--- config.mk ---
export PLATFORM = sky130hd
export DESIGN_NAME = ajit_acc_copy_engine
export DESIGN_NICKNAME = d
export VERILOG_FILES = /design/src/rtl/ajit_acc_pkg.sv /design/src/rtl/ajit_acb_req_pack.sv /design/src/rtl/ajit_acc_copy_engine.sv
export SDC_FILE = /design/constraint.sdc
export NUM_CORES = 1
export LEC_CHECK = 0
export ABC_AREA = 1
export BUFFER_PORTS_ARGS = -buffer_cell sky130_fd_sc_hd__buf_4
export CORE_UTILIZATION = 60
export DETAILED_ROUTE_END_ITERATION = 10
export GPL_ROUTABILITY_DRIVEN = 1
export GPL_TIMING_DRIVEN = 0
export PLACE_DENSITY = 0.93
export SETUP_SLACK_MARGIN = 0.02
export SLEW_MARGIN = 20
export SYNTH_ARGS = -nofsm -noshare
export SYNTH_HDL_FRONTEND = slang
export SYNTH_SLANG_ARGS = --single-unit
--- constraint.sdc ---
create_clock -name clk -period 19.3 [get_ports clk]
set_input_delay 1.93 -clock clk [delete_from_list [all_inputs] [get_ports clk]]
set_output_delay 1.93 -clock clk [all_outputs]
set_load 0.01 [all_outputs]
--- src/rtl/ajit_acc_pkg.sv ---
// rtl/ajit_acc_pkg.sv - shared ACB field positions and copy-engine state encoding
package ajit_acc_pkg;

    // ACB memory request word layout
    localparam int ACB_REQ_W  = 110;
    localparam int LOCK_BIT   = 109;
    localparam int RW_BIT     = 108;
    localparam int MASK_MSB   = 107;
    localparam int MASK_LSB   = 100;
    localparam int ADDR_MSB   = 99;
    localparam int ADDR_LSB   = 64;
    localparam int DATA_MSB   = 63;
    localparam int DATA_LSB   = 0;

    // ACB memory response word layout
    localparam int ACB_RSP_W       = 65;
    localparam int ACB_RSP_ERR_BIT = 64;

    localparam logic [7:0] ACB_FULL_MASK = 8'hFF;

    typedef enum logic [2:0] {
        S_IDLE   = 3'd0,
        S_RD_REQ = 3'd1,
        S_RD_RSP = 3'd2,
        S_WR_REQ = 3'd3,
        S_WR_RSP = 3'd4,
        S_DONE   = 3'd5,
        S_ERROR  = 3'd6
    } copy_state_t;

endpackage

--- src/rtl/ajit_acb_req_pack.sv ---
// rtl/ajit_acb_req_pack.sv - packs read/write, address and data into an ACB request word
module ajit_acb_req_pack
    import ajit_acc_pkg::*;
(
    input  logic                     read_i,
    input  logic [ADDR_MSB-ADDR_LSB:0] addr_i,
    input  logic [DATA_MSB-DATA_LSB:0] data_i,
    output logic [ACB_REQ_W-1:0]     req_o
);

    // Full-word, unlocked access; the caller supplies zero data for reads.
    always_comb begin
        req_o                     = '0;
        req_o[LOCK_BIT]           = 1'b0;
        req_o[RW_BIT]             = read_i;
        req_o[MASK_MSB:MASK_LSB]  = ACB_FULL_MASK;
        req_o[ADDR_MSB:ADDR_LSB]  = addr_i;
        req_o[DATA_MSB:DATA_LSB]  = data_i;
    end

endmodule

--- src/rtl/ajit_acc_copy_engine.sv ---
// rtl/ajit_acc_copy_engine.sv - word copy engine over ACB pipes; AJIT_ACC_COPY_IRQ_EN enables the interrupt
module ajit_acc_copy_engine
    import ajit_acc_pkg::*;
#(
    parameter int ADDR_W = 36,
    parameter int CNT_W  = 16
) (
    input  logic                 clk,
    input  logic                 reset,
    input  logic                 cmd_start,
    input  logic [ADDR_W-1:0]    cmd_src_addr,
    input  logic [ADDR_W-1:0]    cmd_dst_addr,
    input  logic [CNT_W-1:0]     cmd_word_count,
    input  logic                 status_clear,
    output logic                 status_busy,
    output logic                 status_done,
    output logic                 status_error,
    output logic [CNT_W-1:0]     status_words_done,
    output logic [ACB_REQ_W-1:0] ACB_ACCELERATOR_MEM_REQUEST_pipe_read_data,
    input  logic                 ACB_ACCELERATOR_MEM_REQUEST_pipe_read_req,
    output logic                 ACB_ACCELERATOR_MEM_REQUEST_pipe_read_ack,
    input  logic [ACB_RSP_W-1:0] ACB_ACCELERATOR_MEM_RESPONSE_pipe_write_data,
    input  logic                 ACB_ACCELERATOR_MEM_RESPONSE_pipe_write_req,
    output logic                 ACB_ACCELERATOR_MEM_RESPONSE_pipe_write_ack,
    output logic                 ACCELERATOR_INTERRUPT
);

    copy_state_t          state_q;
    logic [ADDR_W-1:0]    src_q;
    logic [ADDR_W-1:0]    dst_q;
    logic [CNT_W-1:0]     remaining_q;
    logic [CNT_W-1:0]     words_done_q;
    logic                 busy_q;
    logic                 done_q;
    logic                 error_q;
    logic                 req_ack_q;
    logic                 rsp_ack_q;
    logic [ACB_REQ_W-1:0] req_data_q;

    logic                 pack_read;
    logic [ADDR_W-1:0]    pack_addr;
    logic [63:0]          pack_data;
    logic [ACB_REQ_W-1:0] pack_word;

    logic [ADDR_W-1:0]    src_next;
    logic [ADDR_W-1:0]    dst_next;
    logic                 req_xfer;
    logic                 rsp_xfer;
    logic                 rsp_err;

    assign src_next = src_q + ADDR_W'(8);
    assign dst_next = dst_q + ADDR_W'(8);
    assign req_xfer = req_ack_q && ACB_ACCELERATOR_MEM_REQUEST_pipe_read_req;
    assign rsp_xfer = rsp_ack_q && ACB_ACCELERATOR_MEM_RESPONSE_pipe_write_req;
    assign rsp_err  = ACB_ACCELERATOR_MEM_RESPONSE_pipe_write_data[ACB_RSP_ERR_BIT];

    // Select the next request to register: first read on start, write after a read
    // response, following read after a write response.
    always_comb begin
        pack_read = 1'b1;
        pack_addr = src_next;
        pack_data = '0;
        case (state_q)
            S_IDLE: begin
                pack_addr = cmd_src_addr & ~ADDR_W'(7);
            end
            S_RD_RSP: begin
                pack_read = 1'b0;
                pack_addr = dst_q;
                pack_data = ACB_ACCELERATOR_MEM_RESPONSE_pipe_write_data[63:0];
            end
            default: ;
        endcase
    end

    ajit_acb_req_pack u_req_pack (
        .read_i (pack_read),
        .addr_i (pack_addr),
        .data_i (pack_data),
        .req_o  (pack_word)
    );

    // Copy sequencer; every output is a register so request data holds steady while ack is up.
    always_ff @(posedge clk or posedge reset) begin
        if (reset) begin
            state_q      <= S_IDLE;
            src_q        <= '0;
            dst_q        <= '0;
            remaining_q  <= '0;
            words_done_q <= '0;
            busy_q       <= 1'b0;
            done_q       <= 1'b0;
            error_q      <= 1'b0;
            req_ack_q    <= 1'b0;
            rsp_ack_q    <= 1'b0;
            req_data_q   <= '0;
        end else begin
            // Sticky flag clear; the DONE/ERROR branches below override it.
            if (status_clear) begin
                done_q  <= 1'b0;
                error_q <= 1'b0;
            end
            case (state_q)
                S_IDLE: begin
                    if (cmd_start) begin
                        done_q       <= 1'b0;
                        error_q      <= 1'b0;
                        busy_q       <= 1'b1;
                        words_done_q <= '0;
                        if (cmd_word_count == '0) begin
                            state_q <= S_DONE;
                        end else begin
                            src_q       <= cmd_src_addr & ~ADDR_W'(7);
                            dst_q       <= cmd_dst_addr & ~ADDR_W'(7);
                            remaining_q <= cmd_word_count;
                            req_data_q  <= pack_word;
                            req_ack_q   <= 1'b1;
                            state_q     <= S_RD_REQ;
                        end
                    end
                end
                S_RD_REQ: begin
                    if (req_xfer) begin
                        req_ack_q <= 1'b0;
                        rsp_ack_q <= 1'b1;
                        state_q   <= S_RD_RSP;
                    end
                end
                S_RD_RSP: begin
                    if (rsp_xfer) begin
                        rsp_ack_q <= 1'b0;
                        if (rsp_err) begin
                            state_q <= S_ERROR;
                        end else begin
                            // The request register doubles as the data buffer.
                            req_data_q <= pack_word;
                            req_ack_q  <= 1'b1;
                            state_q    <= S_WR_REQ;
                        end
                    end
                end
                S_WR_REQ: begin
                    if (req_xfer) begin
                        req_ack_q <= 1'b0;
                        rsp_ack_q <= 1'b1;
                        state_q   <= S_WR_RSP;
                    end
                end
                S_WR_RSP: begin
                    if (rsp_xfer) begin
                        rsp_ack_q <= 1'b0;
                        if (rsp_err) begin
                            state_q <= S_ERROR;
                        end else begin
                            words_done_q <= words_done_q + CNT_W'(1);
                            remaining_q  <= remaining_q - CNT_W'(1);
                            src_q        <= src_next;
                            dst_q        <= dst_next;
                            if (remaining_q == CNT_W'(1)) begin
                                state_q <= S_DONE;
                            end else begin
                                req_data_q <= pack_word;
                                req_ack_q  <= 1'b1;
                                state_q    <= S_RD_REQ;
                            end
                        end
                    end
                end
                S_DONE: begin
                    done_q  <= 1'b1;
                    busy_q  <= 1'b0;
                    state_q <= S_IDLE;
                end
                S_ERROR: begin
                    error_q <= 1'b1;
                    busy_q  <= 1'b0;
                    state_q <= S_IDLE;
                end
                default: begin
                    state_q <= S_IDLE;
                end
            endcase
        end
    end

    assign status_busy                                  = busy_q;
    assign status_done                                  = done_q;
    assign status_error                                 = error_q;
    assign status_words_done                            = words_done_q;
    assign ACB_ACCELERATOR_MEM_REQUEST_pipe_read_data   = req_data_q;
    assign ACB_ACCELERATOR_MEM_REQUEST_pipe_read_ack    = req_ack_q;
    assign ACB_ACCELERATOR_MEM_RESPONSE_pipe_write_ack  = rsp_ack_q;

`ifdef AJIT_ACC_COPY_IRQ_EN
    assign ACCELERATOR_INTERRUPT = done_q | error_q;
`else
    assign ACCELERATOR_INTERRUPT = 1'b0;
`endif

endmodule

==> results of run 1 <==
-- worst min-delay path, stage by stage (launching register included) --
cell	delay, ns
dfrtp_1	0.34
nand2_1	0.06
nand2_1	0.05
-- final cells by class --
type                    instances  area [µm²]
repair buffers                284        2170
multi-input cells            1521        6410
inverters                     207         787
flip-flops and latches        206        5150
well taps                     275         344
fillers                      1601        4910
plain buffers                  85         433
clock inverters                12         114
clock buffers                  28         624
-- flip-flops by register name, summed over array words and instances (netlist names) --
| register | flops |
|---|---|
| status_error | 1 |
| status_words_done | 16 |
| status_done | 1 |
| status_busy | 1 |
| state_q | 3 |
| remaining_q | 16 |
| dst_q | 33 |
| ACB_ACCELERATOR_MEM_REQUEST_pipe_read_ack | 1 |
| ACB_ACCELERATOR_MEM_RESPONSE_pipe_write_ack | 1 |
| src_q | 33 |
| ACB_ACCELERATOR_MEM_REQUEST_pipe_read_data | 100 |
-- cell usage in the layout, fill, tap and decap left out, types with 6 or more instances in the layout --
cell type	netlist	final
nand3b_1	8	8
o21ai_0	63	63
buf_2	34	34
buf_4	13	295
xor2_1	29	29
inv_1	198	197
nor3_1	16	16
dfrtp_1	206	206
xnor2_1	9	9
inv_2	6	6
nand4_1	6	6
clkbuf_1	31	33
a21oi_1	6	6
clkbuf_16	0	23
nor2_1	275	275
nand2_1	955	955
nand3_1	98	98
-- through the flow --
step                      cell area [µm²]  instances  utilization [%]  hold WS [ns]  setup WS, ns
after floorplan                     12800       2019                -         0.471         11.75
final                               16000       2618             76.5         0.484         16.00
after CTS                           16000       2618             76.5         0.483         16.07
after global routing                16000       2618             76.5         0.499         15.91
after global placement              15200       2576             72.7         0.462          9.41
after detailed placement            15300       2578             73.0         0.466         15.55
-- routing by layer --
layer	up-vias	part of all wire [%]	global-route usage [%]
met5	-	0	0
met2	924	45	62.6
met3	175	11	7.22
met1	6514	39	52.1
met4	0	5.1	18.9
li1	6714	-	-
-- cells by family (layout without fill, tap and decap cells) --
logic type | after synthesis | in the layout | synth area share, %
AO/OA/AOI/OAI | 101 | 101 | 4.49
AND/OR/NAND/NOR | 1375 | 1375 | 42.5
adder cells (fa/ha/maj) | 5 | 5 | 0.490
flip-flops | 206 | 206 | 40.4
other | 1 | 2 | 0.0294
XOR/XNOR | 38 | 38 | 2.61
buffers and inverters | 292 | 616 | 9.49
-- final timing paths --
kind                                                                 from                                         endpoint  slack [ns]  cells past startpoint
min reg2reg                ACB_ACCELERATOR_MEM_REQUEST_pipe_read_data[54]   ACB_ACCELERATOR_MEM_REQUEST_pipe_read_data[54]        0.48                      2
min                        ACB_ACCELERATOR_MEM_REQUEST_pipe_read_data[54]   ACB_ACCELERATOR_MEM_REQUEST_pipe_read_data[54]        0.48                      2
max in group asynchronous                                           reset                                        dst_q[19]       17.11                      3
max reg2reg                                                    state_q[0]  ACB_ACCELERATOR_MEM_REQUEST_pipe_read_data[108]       16.56                     10
max                                                     cmd_word_count[0]  ACB_ACCELERATOR_MEM_REQUEST_pipe_read_data[108]       16.00                     10
min in group asynchronous                                           reset   ACB_ACCELERATOR_MEM_REQUEST_pipe_read_data[90]        1.38                      2
-- power by group --
group          internal, mW  switching [mW]
Combinational        0.0228          0.0200
Clock                 0.246           0.193
Sequential            0.432        0.000229
Total                 0.701           0.213
-- cells in the mapped netlist, types with 2 or more instances --
cell / n / area (µm²)
xor2_1: 29 / 254
nand3b_1: 8 / 60.1
a21oi_1: 6 / 30.0
dfrtp_1: 206 / 5150
o221ai_1: 2 / 17.5
buf_2: 34 / 170
nand2_4: 3 / 33.8
inv_2: 6 / 22.5
clkbuf_1: 31 / 116
clkinv_1: 2 / 7.51
a21boi_0: 2 / 15.0
o22ai_1: 5 / 31.3
nand2_2: 3 / 18.8
o211ai_1: 4 / 30.0
inv_1: 198 / 743
nor2_1: 275 / 1030
nand2_1: 955 / 3580
a22o_1: 3 / 26.3
nand4_1: 6 / 37.5
buf_1: 4 / 15.0
buf_4: 13 / 97.6
o31ai_1: 5 / 37.5
o21bai_1: 4 / 30.0
o21ai_0: 63 / 315
xnor2_1: 9 / 78.8
or2_2: 4 / 25.0
buf_6: 3 / 33.8
ha_1: 5 / 62.6
nor2_2: 3 / 18.8
nor3_1: 16 / 80.1
nand3_1: 98 / 490
o21ai_1: 5 / 25.0
==> flow_summary.html, run 1 <==
<table>
<tr><th>Metric</th><th>Value</th></tr>
<tr><th colspan="2">Clock network</th></tr>
<tr><td>Clock insertion delay at the later pin of the skew report</td><td>between 0.5 and 0.6 ns</td></tr>
<tr><td>Clock slew seen by the registers of the worst setup and hold paths</td><td>0.06 ns</td></tr>
<tr><td>Number of cells upsized or downsized after cts</td><td>0</td></tr>
<tr><td>CTS max path bufs</td><td>3</td></tr>
<tr><td>CTS buffer count</td><td>23</td></tr>
<tr><td>Clock tree from TritonCTS</td><td>yes</td></tr>
<tr><td>CTS H-tree lvls</td><td>1</td></tr>
<tr><td>Post-CTS setup buffers</td><td>0</td></tr>
<tr><td>CTS Hold Bufs</td><td>0</td></tr>
<tr><td>Master cell of the clock root buffer</td><td>clkbuf_16</td></tr>
<tr><td>Number of sinks driven by the clock tree</td><td>roughly 200</td></tr>
<tr><th colspan="2">Power and ir drop</th></tr>
<tr><td>Total Power Consumption</td><td>~0.9 mW</td></tr>
<tr><td>Worst IR Drop VDD</td><td>0.0556 mV</td></tr>
<tr><td>LEAKAGE</td><td>9.18 nW</td></tr>
<tr><td>Ratio of total power to cell area</td><td>57.0 nW/µm²</td></tr>
<tr><th colspan="2">Worst setup path</th></tr>
<tr><td>Maximum single-stage delay on the critical path</td><td>0.57 ns</td></tr>
<tr><td>Slowest CP cell</td><td>nor2_2</td></tr>
<tr><td>CP dominant cell by count</td><td>nand2_1</td></tr>
<tr><td>Cell type group with the largest total delay on the critical path</td><td>simple AND/OR/NAND/NOR gates</td></tr>
<tr><td>Worst path buffer plus inverter count</td><td>2</td></tr>
<tr><td>Worst Setup Path Type</td><td>primary input to flop</td></tr>
<tr><td>Top fanout value on the critical path</td><td>10</td></tr>
<tr><td>Crit end category</td><td>flop</td></tr>
<tr><td>Cell-by-cell trace of the critical path</td><td>buf_4 -&gt; nor2_1 -&gt; nand2_1 -&gt; nor3_1 -&gt; nand3_1 -&gt; nand3_1 -&gt; nor2_2 -&gt; buf_2 -&gt; nand2_1 -&gt; nand2_1</td></tr>
<tr><td>Arrival time at the worst endpoint</td><td>around 3.8 ns</td></tr>
<tr><td>Critical path data required time</td><td>a little under 20 ns</td></tr>
<tr><td>Type of element launching the critical path</td><td>primary input</td></tr>
<tr><th colspan="2">STA</th></tr>
<tr><td>Highest attainable clock frequency</td><td>303 MHz</td></tr>
<tr><td>Endpoints failing setup</td><td>0</td></tr>
<tr><td>Fin Setup TNS</td><td>0 ns</td></tr>
<tr><td>Max-slew violation count</td><td>0</td></tr>
<tr><td>Transition time at the pin with the least slew margin</td><td>0.875 ns</td></tr>
<tr><td>Final hold violation count</td><td>0</td></tr>
<tr><td>Worst relative slew slack</td><td>41.7%</td></tr>
<tr><td>Clock skew</td><td>0.0164 ns</td></tr>
<tr><td>Final period util</td><td>17.1%</td></tr>
<tr><td>Minimum period implied by the final worst setup slack</td><td>roughly 3.3 ns</td></tr>
<tr><td>RSZ-0062 raised after global routing</td><td>false</td></tr>
<tr><th colspan="2">Routing</th></tr>
<tr><td>Vias per cell</td><td>approximately 5.5</td></tr>
<tr><td>Antenna Violating Nets Remaining</td><td>0</td></tr>
<tr><td>Routed Wire Length</td><td>43,400 µm</td></tr>
<tr><td>Avg WL per Cell</td><td>around 17 µm</td></tr>
<tr><td>First-iteration detailed-routing DRC count</td><td>1,544</td></tr>
<tr><td>Vias after detailed routing</td><td>around 14,000</td></tr>
<tr><td>Length of the first detailed-routing pass in iterations</td><td>7</td></tr>
<tr><td>Drc violations</td><td>0</td></tr>
<tr><th colspan="2">Place</th></tr>
<tr><td>Number of buffers added on ports</td><td>between 200 and 300</td></tr>
<tr><td>GPL Wtd Cong</td><td>0.996</td></tr>
<tr><td>HPWL after detailed placement</td><td>31,500 µm</td></tr>
<tr><th colspan="2">Final layout</th></tr>
<tr><td>Share of cells above drive strength 1</td><td>16.9%</td></tr>
<tr><td>Relative area change from synthesis to final layout</td><td>25.6%</td></tr>
<tr><td>Number of diodes</td><td>0</td></tr>
<tr><td>Net count of the finished layout</td><td>2,492</td></tr>
<tr><th colspan="2">Synth</th></tr>
<tr><td>Area of the mapped netlist</td><td>about 13,000 µm²</td></tr>
<tr><td>Post-synth EDFFs</td><td>0</td></tr>
<tr><td>Async set or reset register ratio after synthesis</td><td>between 90% and 100%</td></tr>
<tr><td>Cell count after synthesis</td><td>2,018</td></tr>
<tr><td>YS warnings</td><td>0</td></tr>
<tr><td>Synthesized flop and latch total</td><td>slightly above 200</td></tr>
<tr><td>Number of distinct library cells after synthesis</td><td>40</td></tr>
<tr><td>Top FF cell, synth</td><td>dfrtp_1</td></tr>
<tr><td>Register area share after synthesis</td><td>40.4%</td></tr>
<tr><td>Mean post-synth cell area</td><td>6.33 µm²</td></tr>
<tr><th colspan="2">Hold path</th></tr>
<tr><td>Min-Delay Path Class</td><td>flop to flop</td></tr>
<tr><th colspan="2">Global route</th></tr>
<tr><td>Global-route usage over all layers</td><td>39.4%</td></tr>
<tr><td>Maximum number of pins on one net before global-route repair</td><td>92</td></tr>
<tr><td>Antenna violations before repair</td><td>0</td></tr>
<tr><td>Total grt overflow</td><td>0</td></tr>
<tr><td>Vias in the first global route</td><td>13,400</td></tr>
<tr><td>Global-route wire length before repair</td><td>67,600 µm</td></tr>
<tr><th colspan="2">Floorplan</th></tr>
<tr><td>Core Footprint</td><td>21,000 µm²</td></tr>
<tr><td>I/O Pins</td><td>291</td></tr>
<tr><td>Row count</td><td>53</td></tr>
<tr><td>Overall die width</td><td>148 µm</td></tr>
<tr><td>Vertical die dimension</td><td>148 µm</td></tr>
<tr><td>Initial Utilization</td><td>61.0%</td></tr>
<tr><td>Die Footprint</td><td>21,900 µm²</td></tr>
<tr><th colspan="2">Job</th></tr>
<tr><td>Max capacitance violation total</td><td>0</td></tr>
<tr><th colspan="2">Run status</th></tr>
<tr><td>Outcome</td><td>finished, final reports clean</td></tr>
</table>
No activity file was read; power rests on OpenSTA's default activity.
==> run 2, diff against run 1 <==
- CORE_UTILIZATION: 60 -> 55
- PLACE_DENSITY: 0.93 -> 0.87
- clock period: 19.3 -> 3.4 ns (I/O delays scaled with it)
==> run 2 against run 1 <==
Against the previous run: design area grew 1.2%; critical endpoint unchanged; first-iteration DRC count shrank 5.6%; critical path type is now flop to flop; power grew to 5.9 times the previous value; register-to-register slack lost 16 ns; hold slack lost 0.38 ns; clock-buffer cell count grew 7; via count shrank 3.2%.
==> flow_summary.html, run 2 (synthesis gave the netlist of run 1 again) <==
<table>
<tr><th>Metric</th><th>Value</th></tr>
<tr><th colspan="2">Clock network</th></tr>
<tr><td>Clock insertion delay at the later pin of the skew report</td><td>0.54 ns</td></tr>
<tr><td>Clock tree from TritonCTS</td><td>yes</td></tr>
<tr><td>Number of cells upsized or downsized after cts</td><td>0</td></tr>
<tr><td>Master cell of the clock root buffer</td><td>clkbuf_16</td></tr>
<tr><td>Number of sinks driven by the clock tree</td><td>206</td></tr>
<tr><td>CTS buffer count</td><td>25</td></tr>
<tr><td>Post-CTS setup buffers</td><td>0</td></tr>
<tr><td>Clock slew seen by the registers of the worst setup and hold paths</td><td>0.06 ns</td></tr>
<tr><td>CTS max path bufs</td><td>3</td></tr>
<tr><td>CTS H-tree lvls</td><td>1</td></tr>
<tr><th colspan="2">STA</th></tr>
<tr><td>Endpoints failing setup</td><td>0</td></tr>
<tr><td>Highest attainable clock frequency</td><td>around 360 MHz</td></tr>
<tr><td>Clock skew</td><td>around 0.023 ns</td></tr>
<tr><td>Final hold violation count</td><td>0</td></tr>
<tr><td>Transition time at the pin with the least slew margin</td><td>0.928 ns</td></tr>
<tr><td>Final period util</td><td>81.5%</td></tr>
<tr><td>Worst relative slew slack</td><td>about two fifths</td></tr>
<tr><td>Minimum period implied by the final worst setup slack</td><td>2.77 ns</td></tr>
<tr><td>Max-slew violation count</td><td>0</td></tr>
<tr><td>Fin Hold WS</td><td>0.102 ns</td></tr>
<tr><td>RSZ-0062 raised after global routing</td><td>false</td></tr>
<tr><th colspan="2">Routing</th></tr>
<tr><td>First-iteration detailed-routing DRC count</td><td>1,457</td></tr>
<tr><td>Drc violations</td><td>0</td></tr>
<tr><td>Vias after detailed routing</td><td>13,900</td></tr>
<tr><td>Routed Wire Length</td><td>43,400 µm</td></tr>
<tr><td>Vias per cell</td><td>5.26</td></tr>
<tr><td>Length of the first detailed-routing pass in iterations</td><td>5</td></tr>
<tr><td>Avg WL per Cell</td><td>16.5 µm</td></tr>
<tr><td>Antenna Violating Nets Remaining</td><td>0</td></tr>
<tr><th colspan="2">Place</th></tr>
<tr><td>Number of buffers added on ports</td><td>282</td></tr>
<tr><td>GPL Wtd Cong</td><td>a little over 1</td></tr>
<tr><td>HPWL after detailed placement</td><td>32,700 µm</td></tr>
<tr><th colspan="2">Global route</th></tr>
<tr><td>Global-route usage over all layers</td><td>between 30% and 40%</td></tr>
<tr><td>Maximum number of pins on one net before global-route repair</td><td>34</td></tr>
<tr><td>Total grt overflow</td><td>0</td></tr>
<tr><td>Vias in the first global route</td><td>~13,000</td></tr>
<tr><td>Global-route wire length before repair</td><td>between 60,000 and 70,000 µm</td></tr>
<tr><td>Antenna violations before repair</td><td>0</td></tr>
<tr><th colspan="2">Worst setup path</th></tr>
<tr><td>Critical path data required time</td><td>between 3 and 4 ns</td></tr>
<tr><td>Top fanout value on the critical path</td><td>10</td></tr>
<tr><td>Type of element launching the critical path</td><td>flop</td></tr>
<tr><td>Worst Setup Path Type</td><td>flop to flop</td></tr>
<tr><td>Arrival time at the worst endpoint</td><td>around 3.2 ns</td></tr>
<tr><td>Crit end category</td><td>flop</td></tr>
<tr><th colspan="2">Floorplan</th></tr>
<tr><td>Overall die width</td><td>154 µm</td></tr>
<tr><td>Initial Utilization</td><td>a little under three fifths</td></tr>
<tr><td>Row count</td><td>55</td></tr>
<tr><td>I/O Pins</td><td>291</td></tr>
<tr><td>Core Footprint</td><td>22,700 µm²</td></tr>
<tr><td>Die Footprint</td><td>23,800 µm²</td></tr>
<tr><td>Vertical die dimension</td><td>154 µm</td></tr>
<tr><th colspan="2">Final layout</th></tr>
<tr><td>Count of filler cells inserted in the layout</td><td>1,973</td></tr>
<tr><td>Number of flip-flops in the largest register</td><td>100</td></tr>
<tr><td>Relative area change from synthesis to final layout</td><td>27.1%</td></tr>
<tr><td>Number of diodes</td><td>0</td></tr>
<tr><td>Core occupancy in the finished layout</td><td>71.5%</td></tr>
<tr><td>Commonest non-fill, non-tap cell in the layout</td><td>nand2_1</td></tr>
<tr><td>Share of cells above drive strength 1</td><td>17.1%</td></tr>
<tr><td>Net count of the finished layout</td><td>between 2,000 and 3,000</td></tr>
<tr><td>Highest-count cells in the layout ignoring fill and taps</td><td>955 x nand2_1, 295 x buf_4, 275 x nor2_1</td></tr>
<tr><th colspan="2">Hold path</th></tr>
<tr><td>Min-Delay Path Class</td><td>primary input to flop</td></tr>
<tr><th colspan="2">Power and ir drop</th></tr>
<tr><td>LEAKAGE</td><td>approximately 9.3 nW</td></tr>
<tr><td>Ratio of total power to cell area</td><td>330 nW/µm²</td></tr>
<tr><td>Worst IR Drop VDD</td><td>0.308 mV</td></tr>
<tr><th colspan="2">Run status</th></tr>
<tr><td>Outcome</td><td>finished, final reports clean</td></tr>
<tr><th colspan="2">Job</th></tr>
<tr><td>Max capacitance violation total</td><td>0</td></tr>
</table>
-- run 2: changes by cell type in the layout (fill, tap and decap cells not counted), sizes merged --
cell,previous run,this run
inv,207,205
clkbuf,59,66
buf,338,343
dlygate4sd3,0,1
clkinv,7,5
clkinvlp,4,5
-- run 2: what timing repair did --
item                                   4_1_cts  5_1_grt
hold buffers                                 1        0
endpoints found under the hold margin       16        0
setup endpoints to repair                    0        0
-- run 2: layout make-up --
class	instances	area (µm²)	share of cell area, %
clock inverter	9	95.1	0.586
tap	285	357	2.20
sequential	206	5150	31.7
buffer	85	433	2.67
multi-input combinational	1521	6410	39.5
clock buffer	35	723	4.45
inverter	207	783	4.82
timing repair buffer	290	2280	14.1
-- run 2: where the power goes --
| group | internal, mW | total [mW] | switching, mW | leakage [nW] |
|---|---|---|---|---|
| registers | 2.45 | 2.45 | 0.00102 | 2.69 |
| clock network | 1.56 | 2.65 | 1.08 | 0.392 |
| logic | 0.142 | 0.258 | 0.116 | 6.18 |
-- run 2: through the flow --
| stage | instance area (µm²) | cells | setup slack, ns | power (mW) | TNS [ns] |
|---|---|---|---|---|---|
| final | 16200 | 2638 | 0.628 | 5.36 | 0 |
| after global routing | 16200 | 2638 | 0.569 | 5.50 | 0 |
| after CTS | 16200 | 2638 | 0.727 | 5.37 | 0 |
| after detailed placement | 15400 | 2593 | 0.748 | 2.75 | 0 |
| after global placement | 15300 | 2586 | -0.966 | 2.73 | -195.20 |
| after floorplan | 12800 | 2019 | 0.388 | 2.56 | 0 |
-- run 2: layer usage --
| layer | wire length [µm] | global-route usage (%) |
|---|---|---|
| met4 | 1550 | 13.8 |
| met3 | 3880 | 6.47 |
| met2 | 19800 | 57.8 |
| met1 | 18200 | 49.4 |
| met5 | 0 | 0 |
-- run 2: critical path, cell delays in order (launching register included) --
cell,delay [ns]
dfrtp_1,0.35
buf_2,0.20
inv_2,0.10
nand2_1,0.36
nand2_1,0.21
nand2_1,0.07
nor2_1,0.12
nand3_1,0.11
nor2_2,0.64
buf_2,0.37
nand2_1,0.10
nand2_1,0.08
-- run 2: path summary, 6_finish.rpt --
kind	cells past startpoint	slack (ns)	start	endpoint
max	11	0.63	state_q[2]	ACB_ACCELERATOR_MEM_REQUEST_pipe_read_data[108]
max reg2reg	11	0.63	state_q[2]	ACB_ACCELERATOR_MEM_REQUEST_pipe_read_data[108]
min in group asynchronous	3	0.43	reset	src_q[24]
min	5	0.10	cmd_dst_addr[4]	dst_q[4]
min reg2reg	2	0.48	ACB_ACCELERATOR_MEM_REQUEST_pipe_read_data[32]	ACB_ACCELERATOR_MEM_REQUEST_pipe_read_data[32]
max in group asynchronous	8	1.60	reset	ACB_ACCELERATOR_MEM_REQUEST_pipe_read_data[29]
